**src/rtl/hazard_pkg.sv**
```systemverilog
// hazard_pkg: shared types, forward-select codes and helper functions for the
// hazard scoreboard and its bench.
package hazard_pkg;

    // Shadow-stage fields are stored at these widths; the scoreboard's REG_AW and
    // TNEW_W must not exceed them.
    localparam int unsigned REG_AW_MAX = 8;
    localparam int unsigned TNEW_W_MAX = 4;

    localparam logic [1:0] TUSE_NONE = '1;

    typedef enum logic [1:0] {
        FWD_SELF = 2'd0,
        FWD_W    = 2'd1,
        FWD_M    = 2'd2,
        FWD_E    = 2'd3
    } fwd_sel_e;

    typedef struct packed {
        logic [REG_AW_MAX-1:0] a3;
        logic                  regwrite;
        logic [TNEW_W_MAX-1:0] tnew;
    } shadow_t;

    function automatic logic src_hit(input logic [REG_AW_MAX-1:0] addr,
                                     input shadow_t s);
        return s.regwrite && (s.a3 != '0) && (s.a3 == addr);
    endfunction

    function automatic logic [TNEW_W_MAX-1:0] tnew_age(input logic [TNEW_W_MAX-1:0] t);
        return (t == '0) ? '0 : t - TNEW_W_MAX'(1);
    endfunction

    function automatic fwd_sel_e fwd_d_sel(input logic [REG_AW_MAX-1:0] addr,
                                           input shadow_t e,
                                           input shadow_t m,
                                           input shadow_t w);
        if (src_hit(addr, e) && (e.tnew == '0)) return FWD_E;
        if (src_hit(addr, m) && (m.tnew == '0)) return FWD_M;
        if (src_hit(addr, w) && (w.tnew == '0)) return FWD_W;
        return FWD_SELF;
    endfunction

    function automatic fwd_sel_e fwd_e_sel(input logic [REG_AW_MAX-1:0] addr,
                                           input shadow_t m,
                                           input shadow_t w);
        if (src_hit(addr, m) && (m.tnew == '0)) return FWD_M;
        if (src_hit(addr, w) && (w.tnew == '0)) return FWD_W;
        return FWD_SELF;
    endfunction

endpackage

```
**src/rtl/md_busy_counter.sv**
```systemverilog
// md_busy_counter: tracks mul/div occupancy; a start while busy is ignored.
module md_busy_counter #(
    parameter int unsigned MUL_CYCLES = 5,
    parameter int unsigned DIV_CYCLES = 10
) (
    input  logic clk,
    input  logic reset,
    input  logic start,
    input  logic is_div,
    output logic busy
);

    localparam int unsigned CW = $clog2(DIV_CYCLES + 1);

    logic [CW-1:0] count;

    always_ff @(posedge clk or posedge reset) begin
        if (reset) begin
            count <= '0;
        end else if (start && (count == '0)) begin
            count <= is_div ? CW'(DIV_CYCLES) : CW'(MUL_CYCLES);
        end else if (count != '0) begin
            count <= count - CW'(1);
        end
    end

    assign busy = (count != '0);

endmodule

```
**src/rtl/hazard_scoreboard.sv**
```systemverilog
// hazard_scoreboard: Tuse/Tnew stall and forward control for the 5-stage pipeline.
// Defining HAZARD_PERF_EN adds saturating stall_cycles / md_stall_cycles counters.
module hazard_scoreboard
    import hazard_pkg::*;
#(
    parameter int unsigned REG_AW     = 5,
    parameter int unsigned TNEW_W     = 2,
    parameter int unsigned MUL_CYCLES = 5,
    parameter int unsigned DIV_CYCLES = 10
) (
    input  logic              clk,
    input  logic              reset,
    input  logic [TNEW_W-1:0] tuse_rs_d,
    input  logic [TNEW_W-1:0] tuse_rt_d,
    input  logic [REG_AW-1:0] a1_d,
    input  logic [REG_AW-1:0] a2_d,
    input  logic [REG_AW-1:0] a3_d,
    input  logic              regwrite_d,
    input  logic [TNEW_W-1:0] tnew_d,
    input  logic [REG_AW-1:0] a1_e,
    input  logic [REG_AW-1:0] a2_e,
    input  logic [REG_AW-1:0] a2_m,
    input  logic              md_use_d,
    input  logic              md_start_e,
    input  logic              md_is_div_e,
    output logic              stall,
    output logic              bubble_e,
    output logic [1:0]        f_rs_d,
    output logic [1:0]        f_rt_d,
    output logic [1:0]        f_rs_e,
    output logic [1:0]        f_rt_e,
    output logic              f_rt_m,
`ifdef HAZARD_PERF_EN
    output logic [31:0]       stall_cycles,
    output logic [31:0]       md_stall_cycles,
`endif
    output logic              md_busy
);

    shadow_t sh_e, sh_m, sh_w, sh_e_nxt;

    logic [REG_AW_MAX-1:0] a1_dx, a2_dx, a1_ex, a2_ex, a2_mx;
    logic [TNEW_W_MAX-1:0] tuse_rs_x, tuse_rt_x;
    logic                  rs_stall, rt_stall, data_stall, md_stall;

    assign a1_dx     = REG_AW_MAX'(a1_d);
    assign a2_dx     = REG_AW_MAX'(a2_d);
    assign a1_ex     = REG_AW_MAX'(a1_e);
    assign a2_ex     = REG_AW_MAX'(a2_e);
    assign a2_mx     = REG_AW_MAX'(a2_m);
    assign tuse_rs_x = TNEW_W_MAX'(tuse_rs_d);
    assign tuse_rt_x = TNEW_W_MAX'(tuse_rt_d);

    md_busy_counter #(
        .MUL_CYCLES(MUL_CYCLES),
        .DIV_CYCLES(DIV_CYCLES)
    ) u_md_busy_counter (
        .clk   (clk),
        .reset (reset),
        .start (md_start_e),
        .is_div(md_is_div_e),
        .busy  (md_busy)
    );

    // An all-ones Tuse marks the operand as unread, so it never stalls.
    always_comb begin
        rs_stall = 1'b0;
        rt_stall = 1'b0;
        if (!(&tuse_rs_d)) begin
            rs_stall = (src_hit(a1_dx, sh_e) && (sh_e.tnew > tuse_rs_x)) ||
                       (src_hit(a1_dx, sh_m) && (sh_m.tnew > tuse_rs_x));
        end
        if (!(&tuse_rt_d)) begin
            rt_stall = (src_hit(a2_dx, sh_e) && (sh_e.tnew > tuse_rt_x)) ||
                       (src_hit(a2_dx, sh_m) && (sh_m.tnew > tuse_rt_x));
        end
    end

    assign data_stall = rs_stall || rt_stall;
    assign md_stall   = md_use_d && (md_busy || md_start_e);
    assign stall      = data_stall || md_stall;
    assign bubble_e   = stall;

    assign f_rs_d = fwd_d_sel(a1_dx, sh_e, sh_m, sh_w);
    assign f_rt_d = fwd_d_sel(a2_dx, sh_e, sh_m, sh_w);
    assign f_rs_e = fwd_e_sel(a1_ex, sh_m, sh_w);
    assign f_rt_e = fwd_e_sel(a2_ex, sh_m, sh_w);
    assign f_rt_m = src_hit(a2_mx, sh_w) && (sh_w.tnew == '0);

    always_comb begin
        sh_e_nxt = '0;
        if (!stall) begin
            sh_e_nxt.a3       = REG_AW_MAX'(a3_d);
            sh_e_nxt.regwrite = regwrite_d;
            sh_e_nxt.tnew     = TNEW_W_MAX'(tnew_d);
        end
    end

    // M and W keep advancing while D is frozen; only E takes the bubble.
    always_ff @(posedge clk or posedge reset) begin
        if (reset) begin
            sh_e <= '0;
            sh_m <= '0;
            sh_w <= '0;
        end else begin
            sh_e <= sh_e_nxt;
            sh_m <= '{a3: sh_e.a3, regwrite: sh_e.regwrite, tnew: tnew_age(sh_e.tnew)};
            sh_w <= '{a3: sh_m.a3, regwrite: sh_m.regwrite, tnew: '0};
        end
    end

`ifdef HAZARD_PERF_EN
    always_ff @(posedge clk or posedge reset) begin
        if (reset) begin
            stall_cycles    <= '0;
            md_stall_cycles <= '0;
        end else begin
            if (stall && (stall_cycles != '1)) begin
                stall_cycles <= stall_cycles + 32'd1;
            end
            if (md_stall && (md_stall_cycles != '1)) begin
                md_stall_cycles <= md_stall_cycles + 32'd1;
            end
        end
    end
`endif

endmodule
```
**config.mk**
```make
export PLATFORM = sky130hd
export DESIGN_NAME = hazard_scoreboard
export DESIGN_NICKNAME = d
export VERILOG_FILES = /design/src/rtl/hazard_pkg.sv /design/src/rtl/md_busy_counter.sv /design/src/rtl/hazard_scoreboard.sv
export SDC_FILE = /design/constraint.sdc
export NUM_CORES = 1
export LEC_CHECK = 0
export CAP_MARGIN = 20
export CELL_PAD_IN_SITES_DETAIL_PLACEMENT = 1
export CELL_PAD_IN_SITES_GLOBAL_PLACEMENT = 2
export CORE_UTILIZATION = 32
export DETAILED_ROUTE_END_ITERATION = 10
export HOLD_SLACK_MARGIN = 0.08
export PLACE_DENSITY = 0.87
export SYNTH_ARGS = -nofsm -noshare
export SYNTH_HDL_FRONTEND = slang
export SYNTH_SLANG_ARGS = --single-unit
```
**constraint.sdc**
```tcl
create_clock -name clk -period 3.6 [get_ports clk]
set_clock_uncertainty 0.2 [all_clocks]
set_input_delay 0.72 -clock clk [delete_from_list [all_inputs] [get_ports clk]]
set_output_delay 0.72 -clock clk [all_outputs]
set_load 0.03 [all_outputs]
```
==> results.txt <==
Cells after DPL -> 327
Async SR Flop Fraction -> 100%
Worst setup startpoint -> tuse_rt_d[0]
Final Non-Filler Cells -> 332
final worst-path cycle share -> 97.3%
min Tclk post-route -> 3500 ps
cell at the slowest stage of the critical path -> clkdlybuf4s50_1
Seq/Total Area, Yosys -> 33.9%
number of I/O pins -> 54
WP data arrival -> 2580 ps
RSZ-0062 raised after global routing -> false
n_diodes -> 0
Netlist Area Pre-Place -> 1990 sq um
CP startpoint kind -> primary input
DP Worst Slack -> 18.5 ps
dpl hpwl -> 4.17 mm
GRT met2 Usage -> 31.4%
post-detailed-route wirelength per cell -> 15.6 microns
setup ws final -> 96.2 ps
syn avg cell area -> 9.86 sq um
FP Rows -> 28
CTS Buf Count -> 3
Synthesis Warnings -> 0
clk sink count -> 27
Routed WL -> 5.18 mm
Overflow after GRT -> 0
Netlist cell types -> 41
ANT nets after route -> 0
Multi-input gate area -> 1180 sq um
Initial Util -> 33.4%
Final Hold Fails -> 0
crit path cell chain -> clkdlybuf4s50_1 > ha_1 > a22oi_1 > o21ai_0 > o41a_1 > o31ai_2 > a21o_1 > buf_4
EDFF count, synth -> 0
Largest stage delay, worst path -> 480 ps
Mapped Nets -> 254
Via Count -> 1621
VDD IR max -> 164 uV
Leak -> 1.20 nW
met3 Use GR -> 1.80%
die area -> 6540 sq um
nets@finish -> 310
Reg clk slew, reported paths -> 90 ps
M1 GR Usage -> 22.8%
initial DRC count -> 58
CTS Root Cell -> clkbuf_8
Clock Latency Late Sink -> 270 ps
Core Box Area -> 5960 sq um
height of the die -> 80.9 microns
critical-path maximum fanout -> 4
Hold Path Origin -> sh_e[4]
largest net degree at the start of global routing -> 28
Critical Path Sink Type -> output pin
Initial DRT Pass Iterations -> 4
status -> completed
post-synthesis instance total -> 202
Area Growth Syn to Fin -> 34.9%
post-synth top area cell -> dfrtp_1
CP Class -> in2out
Final Max Tran Viols -> 0
post-CTS setup buffer count -> 0
clock buffer depth -> 2
number of antenna violations at the first check in global routing -> 0
Max-cap violations -> 0
Die Span X -> 80.9 microns
IO buf count -> 53
synth top area cells -> dfrtp_1 34%, xor2_1 13%, xnor2_1 11%
Overall Power -> 0.932 mW
Min-Delay Path Class -> reg2reg
Fmax achieved -> 285 MHz
Post-DP Area -> 2600 sq um
PD cells -> 347 nW/um^2
dominant register cell in the synthesized netlist -> dfrtp_1
Worst Path Required -> 2680 ps
Placer Congestion -> 0.752
first-pass GRT wire length -> 8.82 mm
DRC viols -> 0
Reg-to-Reg Start -> u_md_busy_counter.count[0]
depth of the CTS H-tree -> 1
Finish-stage setup viols -> 0
most common cell in the netlist -> xor2_1
most common library cells after synthesis -> 30 x xor2_1, 27 x dfrtp_1, 26 x xnor2_1
final setup TNS -> 0 ps
register area -> 676 sq um
vias in the first global route -> 1792
CTS tree -> built
Layout fillers -> 701
FF+latch count, synth -> 27
Vias/cell -> 4.88
GR peak layer -> met2
Synth top area share -> 33.9%
share of layout cells above drive strength 1 -> 13.2%
Tot GR Track Use -> 17.6%
Design Area, Final -> 2690 sq um
## stage by stage
step	hold WS [ps]	utilization, %
after floorplan	148	-
after global placement	167	43.6
after global routing	207	45.1
final	194	45.1
after detailed placement	173	43.6
after CTS	195	44.4
## cell usage in the layout, fill, tap and decap left out, drive strengths merged, types with 4 or more instances in the layout
cell	netlist	routed
buf	9	19
dfrtp	27	27
nand2	7	7
xor2	30	30
nor2b	4	4
a21oi	4	4
a211oi	8	8
or4	7	7
nand3	8	8
o21ai	9	9
ha	10	10
o32ai	4	4
nor4	7	7
inv	17	17
clkdlybuf4s50	0	42
xnor2	26	26
## flip-flops by register name, summed over array words and instances (netlist names)
name	cells
sh_w	6
sh_m	9
sh_e	8
u_md_busy_counter.count	4
## area by class of cell
class,instances,share of cell area [%]
multi-input combinational,145,44.0
inverter,17,2.37
tap,75,3.49
sequential,27,25.1
timing repair buffer,64,23.2
clock buffer,3,1.54
clock inverter,1,0.186
## power by group
group          leakage (nW)  internal (mW)  switching (mW)
clock network        0.0255         0.0774          0.0920
logic                 0.836          0.185           0.168
registers             0.342          0.350          0.0601
total                  1.20          0.612           0.320
## worst paths after layout
path	to	slack (ps)	cells after the start
worst max-delay path	bubble_e	100	8
min in group asynchronous	u_md_busy_counter.count[3]	440	2
max in group asynchronous	sh_w[4]	2410	3
worst min-delay path	sh_m[4]	190	0
worst max register to register	sh_e[1]	1140	8
worst min register to register	sh_m[4]	190	0
## metal layers
metal	share of wire [%]	vias up
li1	-	805
met5	0	-
met2	47	42
met3	3.3	4
met4	1.1	0
met1	48	770
## timing repair
item	CTS	global route
hold buffers	0	0
endpoints found under the setup margin	0	4
resized for setup	0	5
## kinds of logic after synthesis
kind of cell               synth area share (%)
other                                     0.188
xor gates and xnor gates                   24.6
DFF                                        33.9
buffers and inverters                      6.85
AOI/OAI and AO/OA                          14.1
and+or+nand+nor                            14.1
adders and majority gates                  6.28
## worst max-delay path: cells and delay by family
| family | cells | cell delay (ps) |
|---|---|---|
| compound gates | 5 | 870 |
| buf+inv | 2 | 660 |
| fa+ha+maj | 1 | 330 |
No activity file was read; power rests on OpenSTA's default activity.
